--- config.mk ---
export PLATFORM = sky130hd
export DESIGN_NAME = vga_scan_ctrl
export DESIGN_NICKNAME = d
export VERILOG_FILES = /design/src/rtl/vga_timing_pkg.sv /design/src/rtl/vga_axis_counter.sv /design/src/rtl/vga_scan_ctrl.sv
export SDC_FILE = /design/constraint.sdc
export NUM_CORES = 1
export LEC_CHECK = 0
export ABC_AREA = 1
export ABC_CLOCK_PERIOD_IN_PS = 4200
export CORE_ASPECT_RATIO = 0.75
export CORE_MARGIN = 2
export CORE_UTILIZATION = 40
export CTS_BUF_LIST = sky130_fd_sc_hd__clkbuf_8
export CTS_CLUSTER_DIAMETER = 40
export CTS_CLUSTER_SIZE = 8
export DETAILED_ROUTE_END_ITERATION = 10
export GPL_TIMING_DRIVEN = 0
export PLACE_DENSITY = 0.73
export SYNTH_ARGS = -nofsm -noshare
export SYNTH_HDL_FRONTEND = slang
export SYNTH_SLANG_ARGS = --single-unit
--- constraint.sdc ---
create_clock -name clk -period 4.2 [get_ports clk]
set_clock_uncertainty 0.15 [all_clocks]
set_input_delay 0.84 -clock clk [delete_from_list [all_inputs] [get_ports clk]]
set_output_delay 0.84 -clock clk [all_outputs]
set_load 0.1 [all_outputs]
--- src/rtl/vga_timing_pkg.sv ---
// rtl/vga_timing_pkg.sv - VGA 640x480@60 default timing constants and helpers
package vga_timing_pkg;

    localparam int COUNT_W = 10;

    localparam int DEF_H_VISIBLE = 640;
    localparam int DEF_H_FRONT   = 16;
    localparam int DEF_H_SYNC    = 96;
    localparam int DEF_H_BACK    = 48;
    localparam int DEF_V_VISIBLE = 480;
    localparam int DEF_V_FRONT   = 10;
    localparam int DEF_V_SYNC    = 2;
    localparam int DEF_V_BACK    = 33;

    localparam int H_TOTAL  = DEF_H_VISIBLE + DEF_H_FRONT + DEF_H_SYNC + DEF_H_BACK;
    localparam int V_TOTAL  = DEF_V_VISIBLE + DEF_V_FRONT + DEF_V_SYNC + DEF_V_BACK;
    localparam int HS_START = DEF_H_VISIBLE + DEF_H_FRONT;
    localparam int HS_END   = HS_START + DEF_H_SYNC - 1;
    localparam int VS_START = DEF_V_VISIBLE + DEF_V_FRONT;
    localparam int VS_END   = VS_START + DEF_V_SYNC - 1;

    // Inclusive range test used for the sync windows.
    function automatic logic in_span(input logic [COUNT_W-1:0] v,
                                     input logic [COUNT_W-1:0] lo,
                                     input logic [COUNT_W-1:0] hi);
        return (v >= lo) && (v <= hi);
    endfunction

endpackage

--- src/rtl/vga_axis_counter.sv ---
// rtl/vga_axis_counter.sv - enable-gated modulo counter for one scan axis
module vga_axis_counter #(
    parameter int LIMIT = 800,
    parameter int WIDTH = 10
) (
    input  logic             clk,
    input  logic             reset,
    input  logic             en,
    output logic [WIDTH-1:0] count,
    output logic             wrap
);

    localparam logic [WIDTH-1:0] LAST = WIDTH'(LIMIT - 1);
    localparam logic [WIDTH-1:0] ONE  = WIDTH'(1);

    assign wrap = en && (count == LAST);

    // Advance on enable, returning to zero after the last position.
    always_ff @(posedge clk) begin
        if (!reset) begin
            count <= '0;
        end else if (en) begin
            count <= wrap ? '0 : count + ONE;
        end
    end

endmodule

--- src/rtl/vga_scan_ctrl.sv ---
// rtl/vga_scan_ctrl.sv - VGA raster scan, sync generation and DAC output register
module vga_scan_ctrl
    import vga_timing_pkg::*;
#(
    parameter int H_VISIBLE = DEF_H_VISIBLE,
    parameter int H_FRONT   = DEF_H_FRONT,
    parameter int H_SYNC    = DEF_H_SYNC,
    parameter int H_BACK    = DEF_H_BACK,
    parameter int V_VISIBLE = DEF_V_VISIBLE,
    parameter int V_FRONT   = DEF_V_FRONT,
    parameter int V_SYNC    = DEF_V_SYNC,
    parameter int V_BACK    = DEF_V_BACK
) (
    input  logic       clk,
    input  logic       reset,
    input  logic [9:0] red_in,
    input  logic [9:0] green_in,
    input  logic [9:0] blue_in,
    output logic [9:0] x,
    output logic [9:0] y,
    output logic       vga_clk,
    output logic       vga_hs,
    output logic       vga_vs,
    output logic       vga_blank_n,
    output logic       vga_sync_n,
    output logic [9:0] vga_r,
    output logic [9:0] vga_g,
    output logic [9:0] vga_b,
    output logic       frame_tick
);

    localparam int LINE_TOTAL  = H_VISIBLE + H_FRONT + H_SYNC + H_BACK;
    localparam int FRAME_TOTAL = V_VISIBLE + V_FRONT + V_SYNC + V_BACK;

    localparam logic [9:0] H_ACT    = 10'(H_VISIBLE);
    localparam logic [9:0] V_ACT    = 10'(V_VISIBLE);
    localparam logic [9:0] HS_LO    = 10'(H_VISIBLE + H_FRONT);
    localparam logic [9:0] HS_HI    = 10'(H_VISIBLE + H_FRONT + H_SYNC - 1);
    localparam logic [9:0] VS_LO    = 10'(V_VISIBLE + V_FRONT);
    localparam logic [9:0] VS_HI    = 10'(V_VISIBLE + V_FRONT + V_SYNC - 1);
    localparam logic [9:0] V_LAST_A = 10'(V_VISIBLE - 1);

    logic       pix_en;
    logic [9:0] hcount;
    logic [9:0] vcount;
    logic       h_wrap;
    logic       frame_wrap_unused;
    logic       active;
    logic       hs_on;
    logic       vs_on;

    // Pixel enable runs at half the system clock; the DAC sees it as its clock.
    always_ff @(posedge clk) begin
        if (!reset) begin
            pix_en <= 1'b0;
        end else begin
            pix_en <= ~pix_en;
        end
    end

    vga_axis_counter #(.LIMIT(LINE_TOTAL), .WIDTH(COUNT_W)) u_h_counter (
        .clk   (clk),
        .reset (reset),
        .en    (pix_en),
        .count (hcount),
        .wrap  (h_wrap)
    );

    vga_axis_counter #(.LIMIT(FRAME_TOTAL), .WIDTH(COUNT_W)) u_v_counter (
        .clk   (clk),
        .reset (reset),
        .en    (h_wrap),
        .count (vcount),
        .wrap  (frame_wrap_unused)
    );

    assign x          = hcount;
    assign y          = vcount;
    assign vga_clk    = pix_en;
    assign vga_sync_n = 1'b0;

    // Decode the position the renderer has just been presented with.
    always_comb begin
        active = (hcount < H_ACT) && (vcount < V_ACT);
        hs_on  = in_span(hcount, HS_LO, HS_HI);
        vs_on  = in_span(vcount, VS_LO, VS_HI);
    end

    // Register colour and sync together as x,y advance, so the DAC lags x,y by one pixel.
    always_ff @(posedge clk) begin
        if (!reset) begin
            vga_hs      <= 1'b1;
            vga_vs      <= 1'b1;
            vga_blank_n <= 1'b0;
            vga_r       <= '0;
            vga_g       <= '0;
            vga_b       <= '0;
        end else if (pix_en) begin
            vga_hs      <= ~hs_on;
            vga_vs      <= ~vs_on;
            vga_blank_n <= active;
            vga_r       <= active ? red_in   : '0;
            vga_g       <= active ? green_in : '0;
            vga_b       <= active ? blue_in  : '0;
        end
    end

    // One-clk pulse as the scan steps from the last visible line into vertical blanking.
    always_ff @(posedge clk) begin
        if (!reset) begin
            frame_tick <= 1'b0;
        end else begin
            frame_tick <= h_wrap && (vcount == V_LAST_A);
        end
    end

endmodule

==> results.tsv <==
stage	metric	value	unit
setup_path	critPathMaxFanout	7	
cells_and_area	fin_nets	468	
clock_network	root_buffer	clkbuf_8	
logic_synthesis	synth_nets	376	
die	core	6190	µm²
power	p_per_area	344	nW/µm²
logic_synthesis	post-synth-top-area-cell	dfxtp_1	
clock_network	cts.htree.levels	2	
logic_synthesis	netlist_area	2520	µm²
global_routing	grt_max_degree	17	
setup_path	cp_slowest_stage_delay	1190	ps
timing	tns	0	ps
timing	whs	303	ps
clock_network	clock_sinks	55	
global_routing	grt_busiest_layer	met2	
die	row_count	25	
placed_design	hpwl	4.80	mm
drt	drc	0	
die	start_util	0.407	
power	vdd_drop_max	0.180	mV
setup_path	r2r_setup_slack	2480	ps
logic_synthesis	yosys_warnings	0	
setup_path	end_kind	output port	
global_routing	grt_pass1_vias	2193	
placed_design	post-place-ws	1570	ps
global_routing	antenna_found_initial	0	
timing	min_period_over_period	0.707	
cells_and_area	area_growth_syn_to_layout	43.0	%
timing	worst_pin_slew	994	ps
die	die_y	72.7	µm
drt	drt_iter0_markers	95	
drt	ant_nets	0	
timing	hold_violations	0	
clock_network	post_cts_buffers	0	
setup_path	cp_cell_sequence	clkdlybuf4s50_1	
worst_hold_path	whs_endpoint	vga_g[4]$_SDFFE_PN0P_	
die	die_w	95.7	µm
timing	max_freq	337	MHz
clock_network	hold_buffers	0	
timing	fin_ws	1230	ps
power	leakage	1.65	nW
timing	setup_viol	0	
drt	vias	2455	
clock_network	cts_buffers	5	
logic_synthesis	netlist-cell-type-count	32	
setup_path	arrival	1980	ps
global_routing	grt_pass1_wl	10.3	mm
global_routing	use_met1	0.266	
setup_path	critPathLaunchType	flip-flop	
setup_path	cpLargestDelayFamily	buffers and inverters	
outcome	status	finished clean	
drt	wl_per_cell	12.3	µm
run	cap_violations	0	
setup_path	cp.buffers_inverters	1	
logic_synthesis	syn_area_per_cell	7.41	µm²
worst_hold_path	min_from	vga_g[4]$_SDFFE_PN0P_	
setup_path	r2r_start	u_h_counter.count[0]$_SDFFE_PN0P_	
global_routing	grt_overflow_total	0	
logic_synthesis	seq_area_frac_synth	0.437	
logic_synthesis	ys_seq_elements	55	
cells_and_area	final_area	3600	µm²
setup_path	r2r_cells	8	
clock_network	cts_buffer_depth	2	
timing	slew_violations	0	
global_routing	grt_use_met3	0.0424	
placed_design	port_buffers	85	
setup_path	r2r_end	u_v_counter.count[0]$_SDFFE_PN0N_	
worst_hold_path	hold_class	flip-flop to flip-flop	
placed_design	gp_congestion	0.856	
logic_synthesis	syn_inst	340	
global_routing	grt.total_usage	0.186	
setup_path	critPathKind	flip-flop to output port	
die	die-area	6960	µm²
global_routing	grt_util_met2	0.288	
timing	min_period	2970	ps
timing	rsz0062_at_grt	false	
timing	relSlewSlack	0.335	
worst_hold_path	min_delay_path_depth	2	
placed_design	placed_area	3470	µm²
logic_synthesis	synthTopCellsByArea	dfxtp_1 (44%), nand2_1 (17%), nand3_1 (7.7%)	
logic_synthesis	synth_top_area_share	0.437	
clock_network	path_clk_slew	90	ps
cells_and_area	drive_above_1_share	0.111	
clock_network	ctsResizeCount	0	
drt	wirelength	6.30	mm
cells_and_area	diodes	0	
die	io_pins	88	
setup_path	crit_required	3210	ps
drt	dr.pass1.iters	4	
setup_path	crit_path_top_delay_cell	clkdlybuf4s50_1	
clock_network	cts_tree	done	
drt	avgViaCountPerCell	4.78	
clock_network	clk_latency	300	ps
-- flip-flops by register name (all words and copies together) (netlist names) --
register and cells:
frame_tick 1, vga_r 10, vga_hs 1, vga_blank_n 1
vga_clk 1, vga_b 10, vga_g 10, u_h_counter.count 10
u_v_counter.count 10, vga_vs 1
-- worst max-delay path by stage --
stage                                                  from  depth (start not counted)                                 to  slack (ps)
after floorplan           u_h_counter.count[0]$_SDFFE_PN0P_                          8  u_v_counter.count[9]$_SDFFE_PN0N_        1910
after global placement    u_h_counter.count[4]$_SDFFE_PN0P_                          1                               x[4]        1560
after global routing      u_h_counter.count[4]$_SDFFE_PN0P_                          1                               x[4]        1150
after detailed placement  u_h_counter.count[4]$_SDFFE_PN0P_                          1                               x[4]        1570
final                     u_h_counter.count[4]$_SDFFE_PN0P_                          1                               x[4]        1230
after CTS                 u_h_counter.count[4]$_SDFFE_PN0P_                          1                               x[4]        1220
-- tightest hold or removal path: stages (launching register included) --
cell and delay [ps]:
dfxtp_1 320, nand2_1 60, nand2_1 40
-- where the power goes --
part           switching, W  internal (W)
logic              0.000203     0.0000773
clock network      0.000168      0.000236
registers         0.0000123      0.000542
-- stage by stage --
| stage | utilization | total power, W | std cells |
|---|---|---|---|
| 6_report | 0.582 | 0.00124 | 514 |
| 5_1_grt | 0.582 | 0.00129 | 514 |
| 4_1_cts | 0.582 | 0.00126 | 514 |
| 3_5_place_dp | 0.561 | 0.000848 | 506 |
| 3_3_place_gp | 0.561 | 0.000846 | 506 |
| 2_1_floorplan | - | 0.000764 | 340 |
-- cell usage in the layout (no fill, tap or decap), types with 6 or more instances in the layout --
master / Yosys / layout
nand2_1: 112 / 112
clkdlybuf4s50_1: 0 / 85
dfxtp_1: 55 / 55
nand3_1: 39 / 39
inv_1: 28 / 29
nor2_1: 25 / 25
a21oi_1: 10 / 10
nand4_1: 8 / 8
inv_2: 6 / 6
nand3_2: 6 / 6
-- final cells by class --
cell class / count / area (µm²)
sequential: 55 / 1100
tap: 81 / 101
timing repair buffer: 85 / 851
fill: 586 / 2590
clock inverter: 3 / 63.8
buffer: 12 / 88.8
multi-input combinational: 238 / 1200
inverter: 35 / 131
clock buffer: 5 / 68.8
-- metal layers --
metal	vias up	share of wire
li1	1269	-
met1	1113	0.50
met2	71	0.44
met3	2	0.062
met4	0	0.0041
met5	-	0
-- logic make-up after synthesis --
logic type	synth area share
buffers and inverters	0.0874
other	0.00149
adders and majority gates	0.0199
xor gates and xnor gates	0.00695
and+or+nand+nor	0.409
AOI/OAI and AO/OA	0.0382
DFF	0.437
-- cells in the mapped netlist (all sizes together) --
cell / instances
nand2: 117
dfxtp: 55
nand3: 46
inv: 34
nor2: 31
buf: 12
a21oi: 10
nand4: 9
nor3: 8
ha: 4
o21ai: 4
o22ai: 2
xor2: 2
a31oi: 1
clkinv: 1
conb: 1
nand3b: 1
nor3b: 1
o31ai: 1
Note: power is estimated with default switching activity, not from simulation.
